$ cat src/rtl/spi_reg_pkg.sv
// Shared constants, FSM state encoding and command decode for the SPI register bridge.
package spi_reg_pkg;

  localparam logic [7:0] CMD_RAM_WR = 8'h10;
  localparam logic [7:0] CMD_RAM_RD = 8'h11;
  localparam logic [7:0] CMD_REG_WR = 8'h12;
  localparam logic [7:0] CMD_REG_RD = 8'h13;

  typedef enum logic [2:0] {
    IDLE,
    CMD,
    ADDR,
    WR_DATA,
    RD_PREFETCH,
    RD_DATA,
    IGNORE
  } state_t;

  // Phase that follows the address field for a given command byte.
  function automatic state_t state_after_addr(input logic [7:0] cmd_byte);
    case (cmd_byte)
      CMD_RAM_WR, CMD_REG_WR: return WR_DATA;
      CMD_RAM_RD, CMD_REG_RD: return RD_PREFETCH;
      default:                return IGNORE;
    endcase
  endfunction

  // RAM-targeted commands; the other valid ones address the register bank.
  function automatic logic cmd_is_ram(input logic [7:0] cmd_byte);
    return (cmd_byte == CMD_RAM_WR) || (cmd_byte == CMD_RAM_RD);
  endfunction

endpackage

$ cat src/rtl/spi_reg_bridge_if.sv
// RAM-side bus of the SPI register bridge: address, write data, strobes, read data.
interface spi_reg_bridge_if #(
  parameter int ADDR_W = 8,
  parameter int DATA_W = 16
);
  logic [ADDR_W-1:0] ram_addr;
  logic [DATA_W-1:0] ram_wdata;
  logic              ram_we;
  logic              ram_re;
  logic [DATA_W-1:0] ram_rdata;

  modport master (
    output ram_addr, ram_wdata, ram_we, ram_re,
    input  ram_rdata
  );

  modport slave (
    input  ram_addr, ram_wdata, ram_we, ram_re,
    output ram_rdata
  );
endinterface

$ cat src/rtl/spi_pin_sync.sv
// Brings the asynchronous SPI pins into the clock domain and flags SCLK and CSN edges.
// Lead is the SCLK transition away from the idle level CPOL, trail the one back to it.
module spi_pin_sync #(
  parameter logic CPOL = 1'b0
) (
  input  logic clock,
  input  logic reset,
  input  logic spi_sclk,
  input  logic spi_csn,
  input  logic spi_mosi,
  output logic sclk_lead,
  output logic sclk_trail,
  output logic csn_fall,
  output logic csn_sync,
  output logic mosi_sync
);
  logic [1:0] sclk_sr;
  logic [1:0] csn_sr;
  logic [1:0] mosi_sr;
  logic       sclk_d;
  logic       csn_d;

  // Two-flop synchronisers plus one history flop for edge detection.
  always_ff @(posedge clock or posedge reset) begin
    if (reset) begin
      sclk_sr <= {2{CPOL}};
      sclk_d  <= CPOL;
      csn_sr  <= 2'b11;
      csn_d   <= 1'b1;
      mosi_sr <= 2'b00;
    end else begin
      sclk_sr <= {sclk_sr[0], spi_sclk};
      sclk_d  <= sclk_sr[1];
      csn_sr  <= {csn_sr[0], spi_csn};
      csn_d   <= csn_sr[1];
      mosi_sr <= {mosi_sr[0], spi_mosi};
    end
  end

  assign sclk_lead  = (sclk_d == CPOL) && (sclk_sr[1] != CPOL);
  assign sclk_trail = (sclk_d != CPOL) && (sclk_sr[1] == CPOL);
  assign csn_fall   = csn_d & ~csn_sr[1];
  assign csn_sync   = csn_sr[1];
  assign mosi_sync  = mosi_sr[1];

endmodule

$ cat src/rtl/spi_reg_bridge.sv
// SPI slave (CPHA=0) bridging an MCU to block RAM and a bank of control registers.
// Frame: 8-bit command, ADDR_W address bits, then any number of DATA_W-bit words,
// with the address auto-incrementing (modulo 2^ADDR_W) after every word.
//
// state       | meaning
// ------------+-------------------------------------------------------------
// IDLE        | csn high, waiting for a csn falling edge
// CMD         | shifting in the 8-bit command
// ADDR        | shifting in the start address
// WR_DATA     | shifting in write words; each full word is committed
// RD_PREFETCH | fetching the next read word (strobe cycle, then load cycle)
// RD_DATA     | shifting the read word out on MISO
// IGNORE      | unknown command, sits quietly until csn high
module spi_reg_bridge
  import spi_reg_pkg::*;
#(
  parameter int   ADDR_W   = 8,
  parameter int   DATA_W   = 16,
  parameter int   NUM_REGS = 4,
  parameter logic CPOL     = 1'b0
) (
  input  logic                         clock,
  input  logic                         reset,
  input  logic                         spi_sclk,
  input  logic                         spi_csn,
  input  logic                         spi_mosi,
  output logic                         spi_miso,
  output logic                         spi_miso_oe,
  spi_reg_bridge_if.master             ram,
  output logic [NUM_REGS*DATA_W-1:0]   regs_out,
  output logic [NUM_REGS-1:0]          reg_wr_strobe,
  output logic                         busy,
  output logic                         frame_err
);
  localparam int MAX_AD = (ADDR_W > DATA_W) ? ADDR_W : DATA_W;
  localparam int MAXN   = (MAX_AD > 8) ? MAX_AD : 8;
  localparam int CNT_W  = $clog2(MAXN);

  localparam logic [CNT_W-1:0] CNT_CMD  = CNT_W'(7);
  localparam logic [CNT_W-1:0] CNT_ADDR = CNT_W'(ADDR_W - 1);
  localparam logic [CNT_W-1:0] CNT_DATA = CNT_W'(DATA_W - 1);

  logic sclk_lead, sclk_trail, csn_fall, csn_sync, mosi_sync;

  state_t            state, state_nxt;
  logic              err;
  logic [CNT_W-1:0]  cnt;
  logic [7:0]        cmd;
  logic [ADDR_W-1:0] addr;
  logic [DATA_W-1:0] wsr;
  logic [DATA_W-1:0] miso_sr;
  logic              pf_phase;
  logic [DATA_W-1:0] regs [NUM_REGS];
  logic [DATA_W-1:0] reg_val;

  logic [ADDR_W-1:0] addr_shift;
  logic [ADDR_W-1:0] addr_inc;
  logic [DATA_W-1:0] word_shift;
  logic              last_bit;

  spi_pin_sync #(.CPOL(CPOL)) u_pin_sync (
    .clock      (clock),
    .reset      (reset),
    .spi_sclk   (spi_sclk),
    .spi_csn    (spi_csn),
    .spi_mosi   (spi_mosi),
    .sclk_lead  (sclk_lead),
    .sclk_trail (sclk_trail),
    .csn_fall   (csn_fall),
    .csn_sync   (csn_sync),
    .mosi_sync  (mosi_sync)
  );

  assign addr_shift = {addr[ADDR_W-2:0], mosi_sync};
  assign addr_inc   = addr + ADDR_W'(1);
  assign word_shift = {wsr[DATA_W-2:0], mosi_sync};
  assign last_bit   = sclk_lead && (cnt == '0);

  // State register.
  always_ff @(posedge clock or posedge reset) begin
    if (reset) state <= IDLE;
    else       state <= state_nxt;
  end

  // Next state and framing-error detection; csn high wins over any sclk edge.
  always_comb begin
    state_nxt = state;
    err       = 1'b0;
    case (state)
      IDLE: if (csn_fall) state_nxt = CMD;
      CMD: begin
        if (csn_sync) begin
          state_nxt = IDLE;
          err       = 1'b1;
        end else if (last_bit) begin
          state_nxt = ADDR;
        end
      end
      ADDR: begin
        if (csn_sync) begin
          state_nxt = IDLE;
          err       = 1'b1;
        end else if (last_bit) begin
          state_nxt = state_after_addr(cmd);
        end
      end
      WR_DATA: begin
        if (csn_sync) begin
          state_nxt = IDLE;
          err       = (cnt != CNT_DATA);
        end
      end
      RD_PREFETCH: begin
        if (csn_sync)      state_nxt = IDLE;
        else if (pf_phase) state_nxt = RD_DATA;
      end
      RD_DATA: begin
        if (csn_sync)      state_nxt = IDLE;
        else if (last_bit) state_nxt = RD_PREFETCH;
      end
      IGNORE: if (csn_sync) state_nxt = IDLE;
      default: state_nxt = IDLE;
    endcase
  end

  // Register readback mux; addresses beyond the bank read as zero.
  always_comb begin
    reg_val = '0;
    for (int i = 0; i < NUM_REGS; i++)
      if (addr == ADDR_W'(i)) reg_val = regs[i];
  end

  // Datapath: bit counter, shift registers, address, RAM strobes and register bank.
  always_ff @(posedge clock or posedge reset) begin
    if (reset) begin
      cnt           <= '0;
      cmd           <= '0;
      addr          <= '0;
      wsr           <= '0;
      miso_sr       <= '0;
      pf_phase      <= 1'b0;
      ram.ram_addr  <= '0;
      ram.ram_wdata <= '0;
      ram.ram_we    <= 1'b0;
      ram.ram_re    <= 1'b0;
      reg_wr_strobe <= '0;
      frame_err     <= 1'b0;
      for (int i = 0; i < NUM_REGS; i++) regs[i] <= '0;
    end else begin
      ram.ram_we    <= 1'b0;
      ram.ram_re    <= 1'b0;
      reg_wr_strobe <= '0;
      frame_err     <= err;
      if (!csn_sync) begin
        case (state)
          IDLE: if (csn_fall) cnt <= CNT_CMD;
          CMD: begin
            if (sclk_lead) begin
              cmd <= {cmd[6:0], mosi_sync};
              cnt <= (cnt == '0) ? CNT_ADDR : cnt - CNT_W'(1);
            end
          end
          ADDR: begin
            if (sclk_lead) begin
              addr <= addr_shift;
              if (cnt == '0) begin
                cnt      <= CNT_DATA;
                pf_phase <= 1'b0;
                if (state_nxt == RD_PREFETCH && cmd_is_ram(cmd)) begin
                  ram.ram_re   <= 1'b1;
                  ram.ram_addr <= addr_shift;
                end
              end else begin
                cnt <= cnt - CNT_W'(1);
              end
            end
          end
          WR_DATA: begin
            if (sclk_lead) begin
              wsr <= word_shift;
              if (cnt == '0) begin
                cnt  <= CNT_DATA;
                addr <= addr_inc;
                if (cmd_is_ram(cmd)) begin
                  ram.ram_we    <= 1'b1;
                  ram.ram_addr  <= addr;
                  ram.ram_wdata <= word_shift;
                end else begin
                  for (int i = 0; i < NUM_REGS; i++) begin
                    if (addr == ADDR_W'(i)) begin
                      regs[i]          <= word_shift;
                      reg_wr_strobe[i] <= 1'b1;
                    end
                  end
                end
              end else begin
                cnt <= cnt - CNT_W'(1);
              end
            end
          end
          RD_PREFETCH: begin
            // ram_rdata is valid the cycle after the strobe.
            if (!pf_phase) pf_phase <= 1'b1;
            else           miso_sr  <= cmd_is_ram(cmd) ? ram.ram_rdata : reg_val;
          end
          RD_DATA: begin
            if (sclk_lead) begin
              if (cnt == '0) begin
                cnt      <= CNT_DATA;
                addr     <= addr_inc;
                pf_phase <= 1'b0;
                if (cmd_is_ram(cmd)) begin
                  ram.ram_re   <= 1'b1;
                  ram.ram_addr <= addr_inc;
                end
              end else begin
                cnt <= cnt - CNT_W'(1);
              end
            end else if (sclk_trail && cnt != CNT_DATA) begin
              // The trail right after a load must keep the fresh MSB on MISO.
              miso_sr <= {miso_sr[DATA_W-2:0], 1'b0};
            end
          end
          default: ;
        endcase
      end
    end
  end

  for (genvar g = 0; g < NUM_REGS; g++) begin : g_regs
    assign regs_out[g*DATA_W +: DATA_W] = regs[g];
  end

  assign spi_miso_oe = (state == RD_PREFETCH) || (state == RD_DATA);
  assign spi_miso    = spi_miso_oe & miso_sr[DATA_W-1];
  assign busy        = ~csn_sync;

endmodule

$ cat src/flat_wrapper.sv
// flat-port wrapper written by rule: the top's interface ports become plain ports
module spi_reg_bridge_flat import spi_reg_pkg::*;
#(
  parameter int   ADDR_W   = 8,
  parameter int   DATA_W   = 16,
  parameter int   NUM_REGS = 4,
  parameter logic CPOL     = 1'b0
)
  (clock, reset, spi_sclk, spi_csn, spi_mosi, spi_miso, spi_miso_oe, regs_out, reg_wr_strobe, busy, frame_err, ram_ram_addr, ram_ram_wdata, ram_ram_we, ram_ram_re, ram_ram_rdata);
  spi_reg_bridge_if #(.ADDR_W(ADDR_W), .DATA_W(DATA_W)) ram_i ();
  input  logic clock;
  input  logic reset;
  input  logic spi_sclk;
  input  logic spi_csn;
  input  logic spi_mosi;
  output logic spi_miso;
  output logic spi_miso_oe;
  output logic [NUM_REGS*DATA_W-1:0] regs_out;
  output logic [NUM_REGS-1:0] reg_wr_strobe;
  output logic busy;
  output logic frame_err;
  output wire logic [$bits(ram_i.ram_addr)-1:0] ram_ram_addr;
  output wire logic [$bits(ram_i.ram_wdata)-1:0] ram_ram_wdata;
  output wire logic [$bits(ram_i.ram_we)-1:0] ram_ram_we;
  output wire logic [$bits(ram_i.ram_re)-1:0] ram_ram_re;
  input wire logic [$bits(ram_i.ram_rdata)-1:0] ram_ram_rdata;
  assign ram_ram_addr = ram_i.ram_addr;
  assign ram_ram_wdata = ram_i.ram_wdata;
  assign ram_ram_we = ram_i.ram_we;
  assign ram_ram_re = ram_i.ram_re;
  assign ram_i.ram_rdata = ram_ram_rdata;
  spi_reg_bridge #(.ADDR_W(ADDR_W), .DATA_W(DATA_W), .NUM_REGS(NUM_REGS), .CPOL(CPOL)) u_core (.clock(clock), .reset(reset), .spi_sclk(spi_sclk), .spi_csn(spi_csn), .spi_mosi(spi_mosi), .spi_miso(spi_miso), .spi_miso_oe(spi_miso_oe), .ram(ram_i), .regs_out(regs_out), .reg_wr_strobe(reg_wr_strobe), .busy(busy), .frame_err(frame_err));
endmodule
$ cat config.mk
export PLATFORM = sky130hd
export DESIGN_NAME = spi_reg_bridge_flat
export DESIGN_NICKNAME = d
export VERILOG_FILES = /design/src/rtl/spi_reg_pkg.sv /design/src/rtl/spi_reg_bridge_if.sv /design/src/rtl/spi_pin_sync.sv /design/src/rtl/spi_reg_bridge.sv /design/src/flat_wrapper.sv
export SDC_FILE = /design/constraint.sdc
export NUM_CORES = 1
export LEC_CHECK = 0
export CAP_MARGIN = 20
export CORE_MARGIN = 5
export CORE_UTILIZATION = 58
export CTS_BUF_LIST = sky130_fd_sc_hd__clkbuf_4 sky130_fd_sc_hd__clkbuf_8 sky130_fd_sc_hd__clkbuf_16
export DETAILED_ROUTE_END_ITERATION = 10
export PLACE_DENSITY_LB_ADDON = 0.3
export SLEW_MARGIN = 10
export SYNTH_ARGS = -nofsm -noshare
export SYNTH_HDL_FRONTEND = slang
export SYNTH_HIERARCHICAL = 1
export SYNTH_SLANG_ARGS = --single-unit
$ cat constraint.sdc
create_clock -name clock -period 8.7 [get_ports clock]
set_input_delay 1.74 -clock clock [delete_from_list [all_inputs] [get_ports clock]]
set_output_delay 1.74 -clock clock [all_outputs]
set_load 0.01 [all_outputs]
==> impl_metrics.toml, run 1 <==
[power_and_ir_drop]
p_switching_w = 0.0003339
max-vdd-ir-drop_mv = 0.1220
pwr-share-seq = 0.483
pwr-share-comb = 0.037
p_leak_nw = 4.279
p_per_area_mw_per_mm2 = 166.9
clkPwrFrac = 0.480
internal-power_w = 0.001226
switching_share = 0.2141

[global_routing]
grt_pass1_wl_um = 30510
grt_max_degree = 91
antenna_found_initial = 0
grt_pass1_vias = 5773
grt.total_usage = 0.2606
overflow = 0

[place]
port_buffers = 118
dp.final_hpwl_um = 12730
finalWeightedCongestion = 0.8710

[setup_path]
crit_path_max_fanout = 16
crit_path_end_kind = "output port"
start_kind = "register"
critPathKind = "reg -> out"
required_ps = 6960
arrival_ps = 2140

[layout]
layout_commonest_cell = "dfrtp_1"
fin_nets = 779
nFillCells = 887
n_antenna_cell = 0
area_growth_pct = 25.18
final_cell_mix = "dfrtp_1, clkdlybuf4s50_1, mux2_1"
drive_above_1_share = 0.1204

[timing]
max_freq_mhz = 257.6
period_minus_slack_ps = 3881
tightest_slew_ps = 1113
setup_tns_ps = 0
hold_violations = 0
drv_slew = 0
whs_ps = 353.4
layout_worst_path_cycle_share = 0.4461
fin_skew_ps = 6.790
maxSlewHeadroom = 0.2575
setup_viol = 0
rsz0062_at_grt = "no"

[logic_synthesis]
synth_edf_count = 0
syn_inst = 650
synth-seq-cells = 158
synthFlopType = "dfrtp_1"
syn_avg_cell_area_um2 = 11.49
yosysSeqAreaShare = 0.5300
synth_nets = 678
yosys.cell_types.count = 64
netlist_area_mm2 = 0.007467
synth_warnings = 6
async_flop_share = 1.000

[clock_network]
clock_latency_ps = 420
clock-sinks = 158
h-tree-depth = 4
cts_buffers = 17
cts-root-buf = "clkbuf_16"
cts-hold-fix-buffers = 0
postCtsSetupBuffers = 0
cts_tree = "yes"
clk_pin_slew_ps = 60
cts.repair.resized = 0
clockBufferDepth = 2

[job]
drv_cap = 0

[routing]
wirelength_um = 19060
num_vias = 5695
drt_first_pass_iters = 7
avgRoutedWirePerCell_um = 20.36
drt_iter0_markers = 534
vias_per_cell = 6.084
drc = 0
ant_nets = 0

[floorplanning]
die_area_mm2 = 0.01524
rows = 41
ios = 119
initial_core_util = 0.5917
die_w_um = 123.5
die_y_um = 123.5
coreArea_mm2 = 0.01262

[min_path]
min_path_type = "reg -> reg"

[outcome]
status = "completed"
[cell families (layout without fill, tap and decap cells)]
kind of cell             Yosys count  count (layout)  share of synthesized area
buffers and inverters             74             188                    0.04306
flip-flops                       158             158                     0.5300
multiplexers                     114             114                     0.1754
adder cells (fa/ha/maj)            7               7                    0.01173
AO/OA/AOI/OAI                    162             162                     0.1431
AND/OR/NAND/NOR                  135             135                    0.09668
[sequential cells by signal (all words and copies together) (netlist names), 3 cells and up]
name                  cells
u_core/addr               8
u_core/cmd                8
u_core/cnt                4
u_core/miso_sr           16
u_core/ram.ram_addr       8
u_core/ram.ram_wdata     16
u_core/reg_wr_strobe      4
u_core/regs_out          64
u_core/state              3
u_core/wsr               15
[power groups by stage]
| stage | clock network, W | logic [W] | registers (W) |
|---|---|---|---|
| floorplan | 0 | 0.0000364 | 0.000763 |
| global placement | 0 | 0.0000550 | 0.000766 |
| detailed placement | 0 | 0.0000569 | 0.000767 |
| CTS | 0.000757 | 0.0000574 | 0.000754 |
| global route | 0.000792 | 0.0000640 | 0.000755 |
| finish | 0.000748 | 0.0000579 | 0.000754 |
[worst max-delay path, cell delays in order, from the launching register on]
cell,delay (ps)
dfrtp_1,620
nor2b_1,390
and2_1,180
clkdlybuf4s50_1,530
[cell usage after synthesis (2+ instances only)]
cell type / instances / area [um2]
o21ai_0: 33 / 165.2
dfstp_2: 3 / 78.83
a2bb2oi_1: 2 / 17.52
mux2_4: 8 / 120.1
nand3_1: 6 / 30.03
o211ai_1: 4 / 30.03
nor2b_1: 10 / 62.56
a21oi_1: 37 / 185.2
a31oi_1: 4 / 25.02
o22ai_1: 2 / 12.51
nand2_1: 59 / 221.5
nor2_1: 23 / 86.33
o21ai_1: 11 / 55.05
buf_4: 7 / 52.55
dfrtp_1: 155 / 3879
inv_2: 5 / 18.77
o31a_1: 2 / 17.52
mux2_1: 80 / 900.9
nand2_4: 4 / 45.04
a22o_1: 4 / 35.03
a211oi_1: 20 / 150.1
a221o_1: 2 / 20.02
a22oi_1: 2 / 15.01
ha_1: 7 / 87.58
buf_1: 2 / 7.510
nor3_1: 5 / 25.02
mux2i_1: 3 / 30.03
inv_1: 27 / 101.4
nand4_1: 3 / 18.77
o31ai_1: 2 / 15.01
nand2b_1: 2 / 12.51
clkbuf_1: 26 / 97.59
nor4_1: 2 / 12.51
a221oi_1: 16 / 140.1
buf_2: 5 / 25.02
a211o_1: 16 / 140.1
and2_1: 2 / 12.51
mux2_2: 23 / 259.0
[per-layer routing]
metal	track usage	vias to the layer above	wire length, um
li1	-	2564	-
met1	0.3436	2872	8187
met2	0.4332	230	9391
met3	0.04895	29	1126
met4	0.09273	0	352
met5	0	-	0
[final timing paths]
check,startpoint,to,slack (ps),cells past startpoint
max in group asynchronous,reset,u_core/regs_out[14],5810,4
min in group asynchronous,reset,u_core/u_pin_sync/sclk_sr[0],1680,2
setup reg to reg,u_core/cmd[3],u_core/ram.ram_wdata[0],5230,5
hold / removal,u_core/u_pin_sync/mosi_sr[0],u_core/u_pin_sync/mosi_sr[1],350,0
setup / recovery,u_core/state[2],spi_miso,4820,3
hold reg to reg,u_core/u_pin_sync/mosi_sr[0],u_core/u_pin_sync/mosi_sr[1],350,0
[final cells by class]
class | count | area [um2] | share of cell area
flip-flops and latches | 158 | 3958 | 0.4234
multi-input cells | 418 | 3193 | 0.3416
repair buffers | 124 | 1254 | 0.1341
clock buffers | 23 | 495.5 | 0.05300
well taps | 172 | 215.2 | 0.02302
inverters | 32 | 125.1 | 0.01339
clock inverters | 9 | 107.6 | 0.01151
[per-stage QoR]
step                      area, um2  total power, W    util  setup slack, ps  instances
final                          9348        0.001560  0.7407             4819        936
after global routing           9348        0.001610  0.7407             4709        936
after CTS                      9305        0.001568  0.7374             4813        934
after detailed placement       8702       0.0008240  0.6896             4874        902
after global placement         8702       0.0008210  0.6896             4926        902
after floorplan                7467       0.0007994       -             2924        650
No activity file was read; power rests on OpenSTA's default activity.
==> run 2, diff against run 1 <==
--- a/config.mk
+++ b/config.mk
@@ -7,7 +7,7 @@
 export LEC_CHECK = 0
 export CAP_MARGIN = 20
 export CORE_MARGIN = 5
-export CORE_UTILIZATION = 58
+export CORE_UTILIZATION = 54
 export CTS_BUF_LIST = sky130_fd_sc_hd__clkbuf_4 sky130_fd_sc_hd__clkbuf_8 sky130_fd_sc_hd__clkbuf_16
 export DETAILED_ROUTE_END_ITERATION = 10
 export PLACE_DENSITY_LB_ADDON = 0.3
==> constraint.sdc (replaced) <==
create_clock -name clock -period 3.61 [get_ports clock]
set_input_delay 0.722 -clock clock [delete_from_list [all_inputs] [get_ports clock]]
set_output_delay 0.722 -clock clock [all_outputs]
set_load 0.01 [all_outputs]
==> run 2 against run 1 <==
Clock power rose by 120%. Sequential share of layout area barely moved. Count of clock-buffer cells in the layout fell by 5. Non-clock buffer count rose by 8. Critical endpoint is now u_core/ram.ram_addr[2]. Worst hold slack got worse by 4.6 ps. Sequential power rose by 140%. Largest power group unchanged. Sequential cell count did not move. Setup slack got worse by 4100 ps. Final area barely moved. Cell count rose by 1.7%. Highest routed layer unchanged. Largest cell class unchanged.
==> impl_metrics.toml, run 2 (synthesized netlist as in run 1, its figures left out) <==
[clock_network]
cts.repair.resized = 0
clockBufferDepth = 2
clock-sinks = 158
cts_buffers = 17
clock_latency_ps = 430
cts-hold-fix-buffers = 0
h-tree-depth = 4
postCtsSetupBuffers = 0
cts-root-buf = "clkbuf_16"
cts_tree = "yes"
clk_pin_slew_ps = 60

[place]
dp.final_hpwl_um = 13030
finalWeightedCongestion = 0.8255
port_buffers = 118

[setup_path]
crit_family = "simple AND/OR/NAND/NOR gates"
crit_path_max_fanout = 9
start_kind = "register"
critPathKind = "reg -> reg"
slowest_stage = "o31a_1"
arrival_ps = 3240
slowest_delay_ps = 500
required_ps = 3920
crit_buf_inv = 0
crit_path_end_kind = "register"
path_cells = "nor2b_1 > nand4bb_1 > a211oi_1 > o211ai_1 > or3_1 > o31a_1 > mux2_4"

[routing]
ant_nets = 0
wirelength_um = 18650
drc = 0
vias_per_cell = 5.932
num_vias = 5647
drt_iter0_markers = 655
drt_first_pass_iters = 5
avgRoutedWirePerCell_um = 19.59

[layout]
fin_nets = 787
largest_register_ffs = 64
final_cell_mix = "dfrtp_1, clkdlybuf4s50_1, mux2_1"
n_antenna_cell = 0
area_growth_pct = 25.20
layout_commonest_cell = "dfrtp_1"
drive_above_1_share = 0.1282

[timing]
setup_viol = 0
rsz0062_at_grt = "no"
maxSlewHeadroom = 0.5371
setup_tns_ps = 0
fin_skew_ps = 7.243
layout_worst_path_cycle_share = 0.8106
tightest_slew_ps = 692.7
hold_violations = 0
max_freq_mhz = 341.7
drv_slew = 0
period_minus_slack_ps = 2926

[floorplanning]
ios = 119
die_area_mm2 = 0.01628
rows = 43
coreArea_mm2 = 0.01372
die_y_um = 127.6
die_w_um = 127.6
initial_core_util = 0.5443

[job]
drv_cap = 0

[power_and_ir_drop]
p_per_area_mw_per_mm2 = 385.3
p_leak_nw = 4.282
p_total_w = 0.003603
max-vdd-ir-drop_mv = 0.2905

[global_routing]
grt.total_usage = 0.2388
overflow = 0
grt_pass1_wl_um = 30530
antenna_found_initial = 0
grt_pass1_vias = 5580
grt_max_degree = 82

[outcome]
status = "completed"

[min_path]
min_path_type = "reg -> reg"
run 2: final cells by class:
| class | count | area [um2] |
|---|---|---|
| Clock buffer | 18 | 432.9 |
| Clock inverter | 14 | 110.1 |
| Inverter | 32 | 123.9 |
| Fill cell | 1013 | 4370 |
| Sequential cell | 158 | 3958 |
| Tap cell | 180 | 225.2 |
| Multi-Input combinational cell | 418 | 3188 |
| Timing Repair Buffer | 132 | 1311 |
run 2: metrics by stage:
stage	utilization	area [um2]	std cells	hold WS, ps	setup slack [ps]
2_1_floorplan	-	7471	650	331.2	999.0
3_5_place_dp	0.6419	8806	920	338.5	718.5
6_report	0.6814	9349	952	348.8	683.8
4_1_cts	0.6814	9349	952	352.2	670.6
5_1_grt	0.6814	9349	952	357.9	511.1
3_3_place_gp	0.6419	8806	920	335.3	711.9
run 2: final timing paths:
path                                              startpoint                            to  slack, ps  cells past startpoint
max in group asynchronous                              reset                u_core/addr[4]       2430                      3
min in group asynchronous                              reset      u_core/u_pin_sync/sclk_d        610                      2
worst min register to register  u_core/u_pin_sync/sclk_sr[0]  u_core/u_pin_sync/sclk_sr[1]        350                      0
worst max register to register  u_core/u_pin_sync/sclk_sr[1]        u_core/ram.ram_addr[2]        680                      7
worst min-delay path            u_core/u_pin_sync/sclk_sr[0]  u_core/u_pin_sync/sclk_sr[1]        350                      0
worst max-delay path            u_core/u_pin_sync/sclk_sr[1]        u_core/ram.ram_addr[2]        680                      7
run 2: power breakdown:
group	leakage (nW)	internal [W]	total (W)	switching (W)
combinational	1.93	0.0000573	0.000139	0.0000813
clock	0.262	0.000896	0.00165	0.000752
sequential	2.08	0.00179	0.00182	0.0000254
total	4.28	0.00274	0.00360	0.000858
run 2: layer usage:
| metal | vias to the layer above | part of all wire | track usage |
|---|---|---|---|
| met5 | - | 0 | 0 |
| met4 | 0 | 0.018 | 0.07928 |
| met3 | 28 | 0.067 | 0.06229 |
| met2 | 229 | 0.47 | 0.3568 |
| met1 | 2816 | 0.45 | 0.3422 |
| li1 | 2574 | - | - |
==> run 3, diff against run 2 <==
==> constraint.sdc (replaced) <==
create_clock -name clock -period 2.7 [get_ports clock]
set_input_delay 0.54 -clock clock [delete_from_list [all_inputs] [get_ports clock]]
set_output_delay 0.54 -clock clock [all_outputs]
set_load 0.01 [all_outputs]
==> run 3 against run 2 <==
Worst hold slack better by 3.3 ps. Utilization up 1.8 points. Power up 45%. Clock skew down 0.64 ps. Combinational power up 58%. Die area unchanged. Maximum frequency up 14%. Sequential cell count unchanged. First-iteration DRC count up 22%. Largest cell class unchanged.
==> impl_metrics.toml, run 3 (synthesized netlist as in run 1, its figures left out) <==
[layout]
fin_nets = 799
area_growth_pct = 28.45
nFillCells = 1023
drive_above_1_share = 0.1480
post-route-util = 0.6991
fin_area_mm2 = 0.009592
n_antenna_cell = 0
final_cell_mix = "dfrtp_1, clkdlybuf4s50_1, mux2_1"
largest_register_ffs = 64
layout_commonest_cell = "dfrtp_1"

[clock_network]
clk_pin_slew_ps = 60
clock_latency_ps = 420
postCtsSetupBuffers = 0
clock-sinks = 158
cts_tree = "yes"
h-tree-depth = 4
cts_buffers = 17
cts-root-buf = "clkbuf_16"
cts-hold-fix-buffers = 0
clockBufferDepth = 2

[routing]
num_vias = 5879
avgRoutedWirePerCell_um = 21.13
drt_first_pass_iters = 6
ant_nets = 0
drt_iter0_markers = 801
drc = 0
wirelength_um = 20370
vias_per_cell = 6.099

[timing]
max_freq_mhz = 391.1
maxSlewHeadroom = 0.6307
drv_slew = 0
rsz0062_at_grt = "no"
hold_violations = 0
fin_skew_ps = 6.601
layout_worst_path_cycle_share = 0.9471
whs_ps = 352.1
period_minus_slack_ps = 2557
setup_viol = 0
tightest_slew_ps = 552.8
fin_ws_ps = 143.0

[min_path]
min_path_type = "reg -> reg"
min-delay-start = "u_core/u_pin_sync/sclk_sr[0]"
hold_depth = 0

[floorplanning]
ios = 119
rows = 43
die_w_um = 127.6
die_area_mm2 = 0.01628
initial_core_util = 0.5443
coreArea_mm2 = 0.01372
die_y_um = 127.6

[setup_path]
start_kind = "register"
critPathKind = "reg -> reg"
slowest_stage = "o31a_4"
r2r_start = "u_core/cnt[1]"
crit_family = "compound AO/OA/AOI/OAI gates"
path_cells = "inv_1 > ha_4 > nand4bb_4 > a211oi_1 > o211ai_1 > or3_1 > o31a_4 > mux2_4"
cp.depth = 8
crit_buf_inv = 1
slowest_delay_ps = 430
required_ps = 3000
worstRegToRegCells = 8
crit_path_max_fanout = 8
arrival_ps = 2850
setup.worst_path.start = "u_core/cnt[1]"
crit_path_end_kind = "register"

[place]
dp.final_hpwl_um = 13370
port_buffers = 118
placed_cell_area_mm2 = 0.008896
post-place-ws_ps = -5.602
finalWeightedCongestion = 0.8511

[power_and_ir_drop]
max-vdd-ir-drop_mv = 0.4315
p_total_w = 0.005213
p_leak_nw = 4.425
p_per_area_mw_per_mm2 = 543.4

[global_routing]
antenna_found_initial = 0
grt_pass1_vias = 6080
grt.total_usage = 0.2610
overflow = 0
grt_max_degree = 73
grt_pass1_wl_um = 33090

[outcome]
status = "completed"

[job]
drv_cap = 0
[run 3: changes by cell type in the layout (fill, tap and decap cells not counted), moves of 2 or more]
cell | before | now
clkbuf_8 | 0 | 2
clkinv_2 | 3 | 1
bufinv_16 | 0 | 4
inv_6 | 3 | 1
buf_4 | 12 | 23
[run 3: final timing paths]
path                                                endpoint  slack [ps]
worst max-delay path                  u_core/ram.ram_addr[0]         140
worst min-delay path            u_core/u_pin_sync/sclk_sr[1]         350
worst max register to register        u_core/ram.ram_addr[0]         140
worst min register to register  u_core/u_pin_sync/sclk_sr[1]         350
max in group asynchronous                u_core/regs_out[11]        1410
min in group asynchronous       u_core/u_pin_sync/mosi_sr[0]         440
[run 3: area by class of cell]
type,count,area (um2),share of cell area
multi-input combinational,418,3236,0.3373
timing repair buffer,144,1405,0.1465
sequential,158,3958,0.4126
inverter,32,123.9,0.01291
tap,180,225.2,0.02348
clock inverter,12,183.9,0.01918
clock buffer,20,460.4,0.04800
[run 3: layer usage]
metal,share of wire,global-route usage
met2,0.48,0.4144
met5,0,0
met3,0.077,0.06480
met4,0.022,0.08489
met1,0.43,0.3552
[run 3: worst reg2reg max path: cells and delay by family, from the launching register on]
kind | cells | cell delay [ps]
adder cells (fa/ha/maj) | 1 | 190
multiplexers | 1 | 320
buffers and inverters | 1 | 150
AND/OR/NAND/NOR | 2 | 550
flip-flops | 1 | 410
AO/OA/AOI/OAI | 3 | 820
[run 3: stage by stage]
stage / std cells / TNS (ps)
CTS: 964 / 0
global placement: 932 / 0
global route: 964 / 0
detailed placement: 932 / -5.778
finish: 964 / 0
floorplan: 650 / 0
[run 3: timing repair]
action,CTS,global route
cloned,0,0
pin swaps,0,0
gates resized for setup,1,7
endpoints found under the setup margin,8,9
[run 3: where the power goes]
part | leakage, nW | internal [W] | switching, W | total, W
combinational | 2.03 | 0.0000892 | 0.000131 | 0.000220
clock | 0.310 | 0.00161 | 0.000954 | 0.00257
sequential | 2.08 | 0.00240 | 0.0000292 | 0.00242
==> patch (config.mk and constraints of run 3) <==
Reset style: synchronous (`reset`), changed in 3 clocked blocks. Comments in the files are not updated.
--- a/src/rtl/spi_pin_sync.sv
+++ b/src/rtl/spi_pin_sync.sv
@@ -21,7 +21,7 @@
   logic       csn_d;
 
   // Two-flop synchronisers plus one history flop for edge detection.
-  always_ff @(posedge clock or posedge reset) begin
+  always_ff @(posedge clock) begin
     if (reset) begin
       sclk_sr <= {2{CPOL}};
       sclk_d  <= CPOL;
--- a/src/rtl/spi_reg_bridge.sv
+++ b/src/rtl/spi_reg_bridge.sv
@@ -77,7 +77,7 @@
   assign last_bit   = sclk_lead && (cnt == '0);
 
   // State register.
-  always_ff @(posedge clock or posedge reset) begin
+  always_ff @(posedge clock) begin
     if (reset) state <= IDLE;
     else       state <= state_nxt;
   end
@@ -131,7 +131,7 @@
   end
 
   // Datapath: bit counter, shift registers, address, RAM strobes and register bank.
-  always_ff @(posedge clock or posedge reset) begin
+  always_ff @(posedge clock) begin
     if (reset) begin
       cnt           <= '0;
       cmd           <= '0;
Formal check against the unedited RTL: differs if reset is asserted again (counterexample within 4 cycles, from zero or initial values and one cycle with reset high); with reset held inactive, the same outputs for 4 cycles.
==> patch against run 3 <==
  * Area after synthesis fell by 1.8%
  * Design area is 2.3% lower
  * Non-clock buffer count rose by 6
  * Sequential cell count unchanged
  * Wire length up 2.5%
  * Maximum frequency is 0.74% lower
  * Power is 2.8% lower
  * Setup slack got worse by 0.019 ns
  * Highest routed layer unchanged
==> patch: results (changes against run 3) <==
outcome=finished clean (unchanged); DP Worst Slack=0.0602 ns (was -0.00560 ns); FF-to-FF Start=u_core/cnt[0] (was u_core/cnt[1]); Synth area leaders=edfxtp_1 (26%), dfxtp_1 (26%), nand2_1 (5.9%), and2_1 (5.6%), a21oi_1 (4.2%) (was dfrtp_1 (52%), mux2_1 (12%), mux2_2 (3.5%), nand2_1 (3.0%), a21oi_1 (2.5%)); Leak=0.00323 uW (was 0.00443 uW); syn_nets=793 (was 678); Detailed Routing Iterations Pass 1=7 (was 6); Post-Syn Instances=765 (was 650); synthesized-area fraction occupied by adder cells=1.19% (was 1.17%); fraction of layout cells with a size suffix above 1=9.02% (was 14.8%); CP max-delay cell=dfxtp_1 (was o31a_4); Worst Skew=0.0136 ns (was 0.00660 ns); Primary FF master, synth=dfxtp_1 (was dfrtp_1); Starting DRT DRC Count=922 (was 801); sequential element share of the synthesized area=51.9% (was 53.0%); nets=902 (was 799); first-pass GRT wire length=33000 um (was 33100 um); Synth top cells by count=nand2_1 (115), dfxtp_1 (94), and2_1 (66) (was dfrtp_1 (155), mux2_1 (80), nand2_1 (59)); Worst Path Max Fanout=11 (was 8); Unique masters post-synth=60 (was 64); multiplexer area fraction after synthesis=1.09% (was 17.5%); crit path DAT=2.04 ns (was 2.85 ns); CP max stage delay=0.54 ns (was 0.43 ns); number of global-route vias before repair=6035 (was 6080); Async S/R FF share, synth=0% (was 100%); post-synthesis compound-gate area fraction=19.4% (was 14.3%); Slew Limit Headroom=44.1% (was 63.1%); DRT Wirelength=20900 um (was 20400 um); DP Wirelength=14700 um (was 13400 um); Crit. Startpoint=u_core/state[2] (was u_core/cnt[1]); critical path's top delay family=buffers and inverters (was compound AO/OA/AOI/OAI gates); internal power=3960 uW (was 4100 uW); GR Util All Layers=25.9% (was 26.1%)
==> patch: cell types whose count changed after synthesis, moves of 17 or more <==
cell / before / now
clkbuf_1: 26 / 50
edfxtp_1: 0 / 64
and2_1: 2 / 66
nor2b_1: 10 / 32
nand2_1: 59 / 115
nor2_1: 23 / 43
mux2_2: 23 / 0
a211oi_1: 20 / 1
inv_1: 27 / 10
mux2_1: 80 / 0
o211ai_1: 4 / 23
dfrtp_1: 155 / 0
dfxtp_1: 0 / 94
a21oi_1: 37 / 61
==> patch: final cells by class <==
class	instances	area, um^2
Clock inverter	12	111
Timing Repair Buffer	150	1480
Inverter	10	37.5
Sequential cell	158	3800
Tap cell	176	220
Fill cell	947	3930
Clock buffer	20	454
Multi-Input combinational cell	537	3260
==> patch: final timing paths <==
path         depth (start not counted)  slack, ns                     endpoint
max                                  4       0.12                     spi_miso
min                                  1       0.41  u_core/u_pin_sync/csn_sr[1]
max reg2reg                          8       0.14       u_core/ram.ram_addr[1]
min reg2reg                          1       0.41  u_core/u_pin_sync/csn_sr[1]
==> patch: cell families (layout without fill, tap and decap cells) <==
logic type,Yosys count,after routing
buf+inv,70,192
simple gates,314,314
flops,158,158
fa+ha+maj,7,7
mux,8,8
xor+xnor,1,1
compound gates,207,207
==> patch: what timing repair did <==
item | 4_1_cts | 5_1_grt
hold buffers | 0 | 0
endpoints found under the hold margin | 0 | 0
endpoints found under the setup margin | 4 | 17
resized for setup | 1 | 2
pin swaps | 0 | 1
==> patch: worst reg2reg max path: cells and delay by family, from the launching register on <==
kind	cells	cell delay, ns
compound gates	4	0.95
simple gates	2	0.75
flops	1	0.35
fa+ha+maj	1	0.25
buf+inv	1	0.11
==> patch: power by group through the flow <==
stage	clock, uW	combinational (uW)	sequential (uW)
floorplan	0	77.5	2600
global placement	0	225	2610
detailed placement	0	229	2600
CTS	2310	231	2550
global route	2420	245	2560
finish	2280	231	2550
==> patch: metrics by stage <==
step / area [um^2] / utilization [%] / hold slack (ns) / power [uW]
global placement: 8780 / 66.0 / 0.386 / 2830
detailed placement: 8790 / 66.1 / 0.391 / 2830
floorplan: 7330 / - / 0.383 / 2680
CTS: 9360 / 70.4 / 0.411 / 5100
finish: 9370 / 70.5 / 0.410 / 5070
global route: 9370 / 70.5 / 0.433 / 5220
==> patch: metal layers <==
metal  global-route usage (%)  up-vias  wire length [um]
li1                         -     2978                 -
met1                     36.8     3066              8930
met2                     39.1      375              9480
met3                     6.52       50              2000
met4                     8.45        0               474
met5                        0        -                 0
